[config.mk]
export PLATFORM = sky130hd
export DESIGN_NAME = alu_instr_sequencer
export DESIGN_NICKNAME = d
export VERILOG_FILES = /design/src/rtl/alu_seq_pkg.sv /design/src/rtl/alu_instr_sequencer_reg_sel_decoder.sv /design/src/rtl/alu_instr_sequencer.sv
export SDC_FILE = /design/constraint.sdc
export NUM_CORES = 1
export LEC_CHECK = 0
export CORE_MARGIN = 1.5
export CORE_UTILIZATION = 44
export CTS_CLUSTER_DIAMETER = 30
export CTS_CLUSTER_SIZE = 10
export DETAILED_ROUTE_END_ITERATION = 8
export PLACE_DENSITY = 0.79
export SYNTH_ARGS = -nofsm -noshare
export SYNTH_HDL_FRONTEND = slang
export SYNTH_HIERARCHICAL = 1
export SYNTH_SLANG_ARGS = --single-unit
[constraint.sdc]
create_clock -name clock -period 2 [get_ports clock]
set_input_delay 0.4 -clock clock [delete_from_list [all_inputs] [get_ports clock]]
set_output_delay 0.4 -clock clock [all_outputs]
set_load 0.05 [all_outputs]
[src/rtl/alu_seq_pkg.sv]
// Shared types and constants for the ALU instruction sequencer.
//   state_t      : control-step state (IDLE, T0..T6)
//   OP_*         : register-register ALU opcodes
//   *_HI/*_LO    : IR field bit positions
//   is_alu_op()  : opcode is one of the ALU ops this sequencer executes
//   is_mul_div() : opcode produces a 64-bit result (LO then HI write-back)
package alu_seq_pkg;

  typedef enum logic [2:0] {IDLE, T0, T1, T2, T3, T4, T5, T6} state_t;

  localparam int OP_W  = 5;
  localparam int IDX_W = 4;

  localparam logic [OP_W-1:0] OP_ADD = 5'b00010;
  localparam logic [OP_W-1:0] OP_SUB = 5'b00011;
  localparam logic [OP_W-1:0] OP_AND = 5'b00100;
  localparam logic [OP_W-1:0] OP_OR  = 5'b00101;
  localparam logic [OP_W-1:0] OP_SHR = 5'b00110;
  localparam logic [OP_W-1:0] OP_SHL = 5'b00111;
  localparam logic [OP_W-1:0] OP_ROR = 5'b01000;
  localparam logic [OP_W-1:0] OP_ROL = 5'b01001;
  localparam logic [OP_W-1:0] OP_MUL = 5'b01010;
  localparam logic [OP_W-1:0] OP_DIV = 5'b01011;

  localparam int OP_HI = 31;
  localparam int OP_LO = 27;
  localparam int RA_HI = 26;
  localparam int RA_LO = 23;
  localparam int RB_HI = 22;
  localparam int RB_LO = 19;
  localparam int RC_HI = 18;
  localparam int RC_LO = 15;

  // ALU opcodes form the contiguous range ADD..DIV.
  function automatic logic is_alu_op(input logic [OP_W-1:0] op);
    return (op >= OP_ADD) && (op <= OP_DIV);
  endfunction

  function automatic logic is_mul_div(input logic [OP_W-1:0] op);
    return (op == OP_MUL) || (op == OP_DIV);
  endfunction

endpackage

[src/rtl/alu_instr_sequencer_reg_sel_decoder.sv]
// Register index to one-hot select.
//   i_idx : 4-bit register index
//   i_en  : when low the output is all zeros
//   o_sel : one-hot NUM_REGS-wide select (zero if the index is out of range)
module reg_sel_decoder
  import alu_seq_pkg::*;
#(
  parameter int NUM_REGS = 16
) (
  input  logic [IDX_W-1:0]    i_idx,
  input  logic                i_en,
  output logic [NUM_REGS-1:0] o_sel
);

  assign o_sel = i_en ? (NUM_REGS'(1) << i_idx) : '0;

endmodule

[src/rtl/alu_instr_sequencer.sv]
// Control-step sequencer for one fetch (T0-T2) and one register-register ALU
// instruction (T3-T5, plus T6 for MUL/DIV). It drives the Datapath strobes.
// All outputs are registered and decoded from the next state, so every
// strobe is aligned with the state it belongs to and no input reaches an
// output combinationally.
//   clock, clear      : rising-edge clock, async active-low reset
//   start             : launch one instruction (sampled only in IDLE)
//   mem_ready         : memory data valid, qualifies the T1 read
//   ir                : instruction register contents
//   PCout..LOin       : Datapath strobes
//   R_out / R_in      : one-hot register bus drive / register load
//   opcode            : ALU operation select (non-zero in T4 only)
//   busy/done/illegal : status (done and illegal are one-cycle pulses)
// Optional: `define ALU_SEQ_PERF_EN adds instr_count and stall_count.
module alu_instr_sequencer
  import alu_seq_pkg::*;
#(
  parameter int NUM_REGS = 16,
  parameter int OPC_W    = 5
) (
  input  logic                clock,
  input  logic                clear,
  input  logic                start,
  input  logic                mem_ready,
  input  logic [31:0]         ir,
  output logic                PCout,
  output logic                MARin,
  output logic                IncPC,
  output logic                Zin,
  output logic                Zlowout,
  output logic                Zhighout,
  output logic                PCin,
  output logic                Read,
  output logic                MDRin,
  output logic                MDRout,
  output logic                IRin,
  output logic                Yin,
  output logic                HIin,
  output logic                LOin,
  output logic [NUM_REGS-1:0] R_out,
  output logic [NUM_REGS-1:0] R_in,
  output logic [OPC_W-1:0]    opcode,
  output logic                busy,
  output logic                done,
  output logic                illegal
`ifdef ALU_SEQ_PERF_EN
  ,
  output logic [31:0]         instr_count,
  output logic [31:0]         stall_count
`endif
);

  state_t           r_state;
  logic [OP_W-1:0]  r_op;
  logic [IDX_W-1:0] r_ra, r_rc;

  state_t                w_nxt;
  logic                  w_ack, w_done, w_ill;
  logic [IDX_W-1:0]      w_out_idx;
  logic                  w_out_en, w_in_en;
  logic [NUM_REGS-1:0]   w_out_sel, w_in_sel;
  logic                  w_unused;

  assign w_unused = &{1'b0, ir[RC_LO-1:0]};

  always_comb begin
    w_nxt = r_state;
    w_ill = 1'b0;
    unique case (r_state)
      IDLE: if (start) w_nxt = T0;
      T0:   w_nxt = T1;
      // PCin marks the T1 cycle that completed the read; leave after it.
      T1:   if (PCin) w_nxt = T2;
      T2: begin
        if (is_alu_op(ir[OP_HI:OP_LO])) w_nxt = T3;
        else begin
          w_nxt = IDLE;
          w_ill = 1'b1;
        end
      end
      T3:   w_nxt = T4;
      T4:   w_nxt = T5;
      T5:   w_nxt = is_mul_div(r_op) ? T6 : IDLE;
      T6:   w_nxt = IDLE;
      default: w_nxt = IDLE;
    endcase
  end

  // mem_ready is sampled on the edge that opens each T1 cycle so the T1
  // strobes stay registered: a cycle opened with mem_ready low is a wait
  // cycle (Read only), the one opened with mem_ready high is the exit cycle.
  assign w_ack  = (w_nxt == T1) && mem_ready;
  assign w_done = (w_nxt == IDLE) && ((r_state == T5) || (r_state == T6));

  // Rb is taken straight from ir when entering T3 because the field
  // register loads on that same edge.
  assign w_out_idx = (w_nxt == T3) ? ir[RB_HI:RB_LO] : r_rc;
  assign w_out_en  = (w_nxt == T3) || (w_nxt == T4);
  assign w_in_en   = (w_nxt == T5) && !is_mul_div(r_op);

  reg_sel_decoder #(.NUM_REGS(NUM_REGS)) u_out_sel (
    .i_idx (w_out_idx),
    .i_en  (w_out_en),
    .o_sel (w_out_sel)
  );

  reg_sel_decoder #(.NUM_REGS(NUM_REGS)) u_in_sel (
    .i_idx (r_ra),
    .i_en  (w_in_en),
    .o_sel (w_in_sel)
  );

  always_ff @(posedge clock or negedge clear) begin
    if (!clear) begin
      r_state  <= IDLE;
      r_op     <= '0;
      r_ra     <= '0;
      r_rc     <= '0;
      PCout    <= 1'b0;
      MARin    <= 1'b0;
      IncPC    <= 1'b0;
      Zin      <= 1'b0;
      Zlowout  <= 1'b0;
      Zhighout <= 1'b0;
      PCin     <= 1'b0;
      Read     <= 1'b0;
      MDRin    <= 1'b0;
      MDRout   <= 1'b0;
      IRin     <= 1'b0;
      Yin      <= 1'b0;
      HIin     <= 1'b0;
      LOin     <= 1'b0;
      R_out    <= '0;
      R_in     <= '0;
      opcode   <= '0;
      busy     <= 1'b0;
      done     <= 1'b0;
      illegal  <= 1'b0;
    end else begin
      r_state <= w_nxt;
      if ((r_state == T2) && (w_nxt == T3)) begin
        r_op <= ir[OP_HI:OP_LO];
        r_ra <= ir[RA_HI:RA_LO];
        r_rc <= ir[RC_HI:RC_LO];
      end
      PCout    <= (w_nxt == T0);
      MARin    <= (w_nxt == T0);
      IncPC    <= (w_nxt == T0);
      Zin      <= (w_nxt == T0) || (w_nxt == T4);
      Zlowout  <= w_ack || (w_nxt == T5);
      Zhighout <= (w_nxt == T6);
      PCin     <= w_ack;
      Read     <= (w_nxt == T1);
      MDRin    <= w_ack;
      MDRout   <= (w_nxt == T2);
      IRin     <= (w_nxt == T2);
      Yin      <= (w_nxt == T3);
      HIin     <= (w_nxt == T6);
      LOin     <= (w_nxt == T5) && is_mul_div(r_op);
      R_out    <= w_out_sel;
      R_in     <= w_in_sel;
      opcode   <= (w_nxt == T4) ? OPC_W'(r_op) : '0;
      busy     <= (w_nxt != IDLE);
      done     <= w_done;
      illegal  <= w_ill;
    end
  end

`ifdef ALU_SEQ_PERF_EN
  always_ff @(posedge clock or negedge clear) begin
    if (!clear) begin
      instr_count <= '0;
      stall_count <= '0;
    end else begin
      if (w_done) instr_count <= instr_count + 32'd1;
      if ((w_nxt == T1) && !mem_ready) stall_count <= stall_count + 32'd1;
    end
  end
`endif

endmodule
==> summary.md, run 1 <==
| Metric | Value |
|---|---|
| WP depth | `1` |
| Rows | `27` |
| Synth Area in Adders | `0` |
| Final worst setup slack | `0.100 ns` |
| Synth Area in XOR/XNOR | `0` |
| TritonCTS clock tree | `yes` |
| Sw frac | `0.351` |
| Largest net degree at the start of global routing | `41` |
| H-Tree Depth | `3` |
| Worst-case reg-to-reg path depth | `7` |
| Sw Pwr | `1.52 mW` |
| Global routing usage on met3 | `0.0360` |
| Critical path's largest stage delay | `0.81 ns` |
| CP arrival | `1.50 ns` |
| First-pass GRT wire length | `7710 microns` |
| Ant. Diodes | `0` |
| Register area | `1630 sq um` |
| Area delta synth->final | `42.0%` |
| Leakage power | `1.68 nW` |
| Gr busiest metal | `met2` |
| Period utilization | `0.950` |
| Remaining Overflow, GRT | `0` |
| Fraction of layout cells with a size suffix above 1 | `0.214` |
| Main combinational cell family by area after synthesis | `simple AND/OR/NAND/NOR gates` |
| IO Port Bufs | `74` |
| Yosys reg bits | `65` |
| CTS root buffer | `clkbuf_8` |
| Slew HR | `0.649` |
| Setup crit start kind | `flip-flop` |
| Tightest Pin Transition | `0.525 ns` |
| Vias/cell | `4.67` |
| Unrepaired setup endpoints after global routing | `no` |
| Library cells used by synthesis | `35` |
| Int Power | `2.80 mW` |
| Setup Skew | `0.00779 ns` |
| Critical path peak fanout | `2` |
| Simple-gate area share of the yosys netlist | `0.183` |
| Setup crit end kind | `output port` |
| Pre-Repair DR Iteration Count | `4` |
| CTS Sinks | `65` |
| Vias in the first global route | `1669` |
| Routed Antenna Nets | `0` |
| Req. time, crit path | `1.60 ns` |
| Hold Vio Cnt, Final | `0` |
| Post-Syn Instances | `185` |
| Post-route DRC | `0` |
| Initial antenna violation count | `0` |
| Timing-limited maximum frequency | `526 MHz` |
| Final setup fails | `0` |
| Clk_lat worst skew | `0.32 ns` |
| Net Count, Synth | `221` |
| Nets@finish | `315` |
| CP top delay family | `buffers and inverters` |
| MaxCap Viol Count | `0` |
| Slowest CP cell | `clkdlybuf4s50_1` |
| WP buf/inv | `1` |
| Post-Route WL | `4690 microns` |
| Dpl hpwl | `3400 microns` |
| Die W | `78.4 microns` |
| Worst-path cell chain | `clkdlybuf4s50_1` |
| I/O Pins | `90` |
| Routed WL per cell | `13.3 microns` |
| Comb pwr share | `0.383` |
| Avg Cell Area, Syn | `13.5 sq um` |
| Worst R2R Start | `r_state[0]` |
| Tmin final | `1.90 ns` |
| Max-slew violations | `0` |
| Seq pwr share | `0.398` |
| Clk pwr share | `0.220` |
| Placed Instance Area | `3360 sq um` |
| Pwr per Cell Area | `1220 nW/um^2` |
| Place WS | `-0.355 ns` |
| Worst Setup SP | `HIin` |
| Placeable core area | `5510 sq um` |
| Reg2reg end | `R_out[0]` |
| Seq/Total Area, Yosys | `0.651` |
| Setup crit end | `Zhighout` |
| Peak VDD IR | `0.635 mV` |
| Vert. Die Dim | `78.4 microns` |
| TritonCTS buffer count | `9` |
| Grt met2 use | `0.279` |
| Met1 Use GR | `0.203` |
| Initial Utilization | `0.454` |
| Status | `finished clean` |
| Total Routing Usage GR | `0.168` |
| Mux cell area share after synthesis | `0.101` |
| Post-route cell area | `3550 sq um` |
| Reg2Reg Setup Slack | `0.29 ns` |
| Die area | `6140 sq um` |
| Area of the multi-input gates | `768 sq um` |
| Compound-Gate Fraction of Synth Area | `0.0240` |
| 1st-iter DRT viols | `52` |
| Hold crit path type | `input pin to asynchronous set/reset pin` |
| Via count | `1648` |
| Synthesized area | `2500 sq um` |
| Clock slew at reported path FFs | `0.06 ns` |
| Clock Path Buffers | `2` |
| GP Congestion | `0.770` |
| # fillers | `416` |
| CP Class | `flip-flop to output port` |
| Synth warnings | `6` |
worst min-delay path by stage:
| stage | cells past startpoint | slack, ns | endpoint | from |
|---|---|---|---|---|
| final | 2 | 0.08 | R_in[11] | clear |
| after floorplan | 0 | 0.10 | HIin | clear |
| after detailed placement | 2 | 0.43 | R_in[11] | clear |
| after global placement | 2 | 0.42 | R_in[11] | clear |
| after global routing | 2 | 0.09 | HIin | clear |
| after CTS | 2 | 0.08 | r_ra[2] | clear |
final cells by class:
type / instances / area share
Clock buffer: 13 / 0.0476
Inverter: 4 / 0.00423
Multi-Input combinational cell: 106 / 0.217
Sequential cell: 65 / 0.458
Tap cell: 72 / 0.0254
Timing Repair Buffer: 93 / 0.248
Yosys cell counts (all sizes together):
cell / count / share of area
dfrtp: 65 / 0.65
nor2: 28 / 0.044
mux2: 17 / 0.10
nor3: 11 / 0.026
and2: 8 / 0.020
buf: 7 / 0.031
nand2: 7 / 0.011
nand2b: 5 / 0.013
a21oi: 4 / 0.0095
inv: 4 / 0.0060
nand3b: 4 / 0.012
clkbuf: 3 / 0.0045
o21ai: 3 / 0.0060
or3b: 3 / 0.013
and3: 2 / 0.0050
nand3: 2 / 0.0040
nor3b: 2 / 0.0060
a211oi: 1 / 0.0030
a21boi: 1 / 0.0030
and4bb: 1 / 0.0050
nand4: 1 / 0.0085
nand4b: 1 / 0.0035
nor2b: 1 / 0.0025
nor4: 1 / 0.0025
nor4b: 1 / 0.0035
o22ai: 1 / 0.0025
or3: 1 / 0.0045
stage by stage:
| step | hold slack, ns | util | instances | TNS (ns) | total power [mW] |
|---|---|---|---|---|---|
| floorplan | 0.104 | - | 185 | 0 | 2.88 |
| detailed placement | 0.428 | 0.611 | 338 | -5.56 | 3.38 |
| global route | 0.0948 | 0.644 | 353 | 0 | 4.55 |
| CTS | 0.0758 | 0.643 | 353 | 0 | 4.36 |
| global placement | 0.417 | 0.611 | 338 | -5.00 | 3.33 |
| finish | 0.0792 | 0.644 | 353 | 0 | 4.32 |
metal layers:
| metal | share of wire | wire length [microns] |
|---|---|---|
| met1 | 0.42 | 1960 |
| met2 | 0.53 | 2490 |
| met3 | 0.037 | 173 |
| met4 | 0.013 | 62 |
| met5 | 0 | 0 |
kinds of logic (layout without fill, tap and decap cells):
logic type      after synthesis  after routing
flops                        65             65
mux                          17             17
buf+inv                      14            110
simple gates                 79             79
compound gates               10             10
sequential cells by signal, indices dropped and copies added (netlist names), 3 cells and up:
signal   flops
r_op         5
r_rc         4
r_ra         4
R_in        16
opcode       5
r_state      3
R_out       16
layout by cell type, fill, tap and decap left out, types with 2 or more instances in the layout:
master,n
and3_1,2
nor2_1,26
nand3b_1,4
a21oi_1,3
mux2_4,16
nand2b_1,5
nor3b_1,2
clkbuf_8,12
or3b_4,2
dlymetal6s2s_1,2
buf_4,19
inv_1,3
nor3_2,2
dfrtp_1,65
nand3_1,2
nand2_1,7
o21ai_0,2
dlygate4sd2_1,3
nor3_1,9
nor2_2,2
and2_1,8
clkdlybuf4s50_1,68
power groups by stage:
stage               Combinational (mW)  Clock [mW]  Sequential [mW]
floorplan                        0.854           0             2.03
global placement                  1.60           0             1.73
global route                      1.76        1.04             1.75
finish                            1.65       0.950             1.72
detailed placement                1.64           0             1.74
CTS                               1.66       0.978             1.72
timing repair:
item | in CTS | in global routing
endpoints found under the hold margin | 0 | 0
hold buffers | 0 | 0
setup endpoints to repair | 1 | 2
resized for setup | 3 | 2
pin swaps | 3 | 0
buffers inserted | 2 | 0
(Power assumes the default switching activity.)
==> run 2: changes to the inputs <==
Settings changed: CORE_MARGIN 1.5 to 5, SLEW_MARGIN set to 20.
==> summary.md, run 2 (same netlist as run 1, synthesis figures left out) <==
| Metric | Value |
|---|---|
| Placeable core area | `5510 sq um` |
| Initial Utilization | `0.454` |
| Number of hold buffers added after cts | `0` |
| Area delta synth->final | `44.6%` |
| Worst-path cell chain | `clkdlybuf4s50_1` |
| Pre-Repair DR Iteration Count | `4` |
| MaxCap Viol Count | `0` |
| TritonCTS buffer count | `9` |
| Routed Antenna Nets | `0` |
| Tightest Pin Transition | `0.517 ns` |
| Largest net degree at the start of global routing | `66` |
| Sw Pwr | `1.59 mW` |
| Tmin final | `1.91 ns` |
| Worst R2R Start | `r_state[1]` |
| Remaining Overflow, GRT | `0` |
| Req. time, crit path | `1.60 ns` |
| Critical path peak fanout | `3` |
| Clock Path Buffers | `2` |
| Hold Vio Cnt, Final | `0` |
| CTS Sinks | `65` |
| Via count | `1633` |
| Post-Route WL | `4820 microns` |
| Clk_lat worst skew | `0.33 ns` |
| GP Congestion | `0.745` |
| Worst Setup SP | `IncPC` |
| Clock slew at reported path FFs | `0.07 ns` |
| Slowest CP cell | `clkdlybuf4s50_1` |
| Placed insts | `337` |
| Timing-limited maximum frequency | `524 MHz` |
| IO Port Bufs | `74` |
| 1st-iter DRT viols | `33` |
| Vias/cell | `4.61` |
| Clk pwr share | `0.242` |
| CP top delay family | `buffers and inverters` |
| Setup crit end kind | `output port` |
| Total Routing Usage GR | `0.140` |
| Fraction of layout cells with a size suffix above 1 | `0.227` |
| Leakage power | `1.72 nW` |
| Largest registers | `R_in x16, R_out x16` |
| Vias in the first global route | `1627` |
| Hold crit path type | `input pin to asynchronous set/reset pin` |
| Fin util | `0.656` |
| Comb pwr share | `0.373` |
| Period utilization | `0.954` |
| CP Class | `flip-flop to output port` |
| Critical path's largest stage delay | `0.82 ns` |
| Die W | `85.4 microns` |
| H-Tree Depth | `3` |
| Fin cells | `354` |
| Die area | `7290 sq um` |
| CP arrival | `1.51 ns` |
| CTS root buffer | `clkbuf_8` |
| Rows | `27` |
| I/O Pins | `90` |
| Seq pwr share | `0.385` |
| Routed WL per cell | `13.6 microns` |
| Dpl hpwl | `3480 microns` |
| Sw frac | `0.354` |
| Vert. Die Dim | `85.4 microns` |
| Slew HR | `0.655` |
| Initial antenna violation count | `0` |
| Most frequent cells in the layout | `clkdlybuf4s50_1, dfrtp_1, nor2_1` |
| Int Power | `2.89 mW` |
| Pwr per Cell Area | `1240 nW/um^2` |
| Setup crit start kind | `flip-flop` |
| TritonCTS clock tree | `yes` |
| First-pass GRT wire length | `7820 microns` |
| Final setup fails | `0` |
| Max-slew violations | `0` |
| Nets@finish | `313` |
| Post-route DRC | `0` |
| Ant. Diodes | `0` |
| Peak VDD IR | `0.723 mV` |
| Unrepaired setup endpoints after global routing | `no` |
| Setup Skew | `0.00581 ns` |
| WP buf/inv | `1` |
| Commonest non-fill, non-tap cell in the layout | `clkdlybuf4s50_1` |
| Status | `finished clean` |
[run 2: changes by cell type in the layout (fill, tap and decap cells not counted), moves of 2 or more]
cell,before,now
buf_4,19,15
dlygate4sd2_1,3,0
dlymetal6s2s_1,2,5
clkbuf_8,12,10
clkinv_2,0,2
clkinvlp_4,0,2
nand2b_1,5,3
nand2b_4,0,2
[run 2: power groups by stage]
| stage | combinational [mW] | sequential (mW) | clock, mW |
|---|---|---|---|
| final | 1.67 | 1.73 | 1.08 |
| after global routing | 1.79 | 1.76 | 1.17 |
| after global placement | 1.60 | 1.73 | 0 |
| after CTS | 1.64 | 1.72 | 1.10 |
| after floorplan | 0.854 | 2.03 | 0 |
| after detailed placement | 1.64 | 1.74 | 0 |
[run 2: worst paths after layout]
kind | cells after the start | endpoint | slack [ns]
worst max register to register | 7 | R_out[0] | 0.26
max in group asynchronous | 2 | done | 1.65
worst max-delay path | 1 | IncPC | 0.09
worst min register to register | 1 | opcode[4] | 0.50
min in group clock | 3 | r_op[1] | 0.45
worst min-delay path | 2 | R_in[10] | 0.07
[run 2: cell type report]
cell class	count	area, sq um
clock buffer	11	141
clock inverter	5	55.1
fill	419	1890
inverter	4	15.0
multi-input combinational	106	793
sequential	65	1630
tap	72	90.1
timing repair buffer	91	892
[run 2: worst reg2reg max path, stage by stage, from the launching register on]
cell and delay, ns:
dfrtp_1 0.40, buf_4 0.19, nor3b_1 0.23, buf_4 0.17
inv_1 0.04, nand2_1 0.07, or3b_4 0.42, nor3_2 0.15
[run 2: what timing repair did]
item / in CTS / in global routing
endpoints found under the setup margin: 1 / 9
hold endpoints to repair: 0 / 0
pin swaps: 0 / 4
gates resized for setup: 1 / 9
buffers inserted: 0 / 1
[run 2: stage by stage]
stage	TNS (ns)	worst slack [ns]	area (sq um)	hold slack, ns	power (mW)
2_1_floorplan	0	0.0372	2500	0.104	2.88
3_3_place_gp	-4.83	-0.312	3370	0.434	3.33
3_5_place_dp	-5.31	-0.351	3370	0.436	3.38
4_1_cts	0	0.0102	3570	0.0803	4.46
5_1_grt	0	0.0279	3610	0.0898	4.72
6_report	0	0.0925	3610	0.0656	4.48
[run 2: layer usage]
layer | routed length [microns] | part of all wire | global-route usage | vias up
met1 | 2000 | 0.41 | 0.162 | 782
li1 | - | - | - | 803
met4 | 35 | 0.0073 | 0.0518 | 0
met5 | 0 | 0 | 0 | -
met3 | 294 | 0.061 | 0.0485 | 4
met2 | 2500 | 0.52 | 0.239 | 44
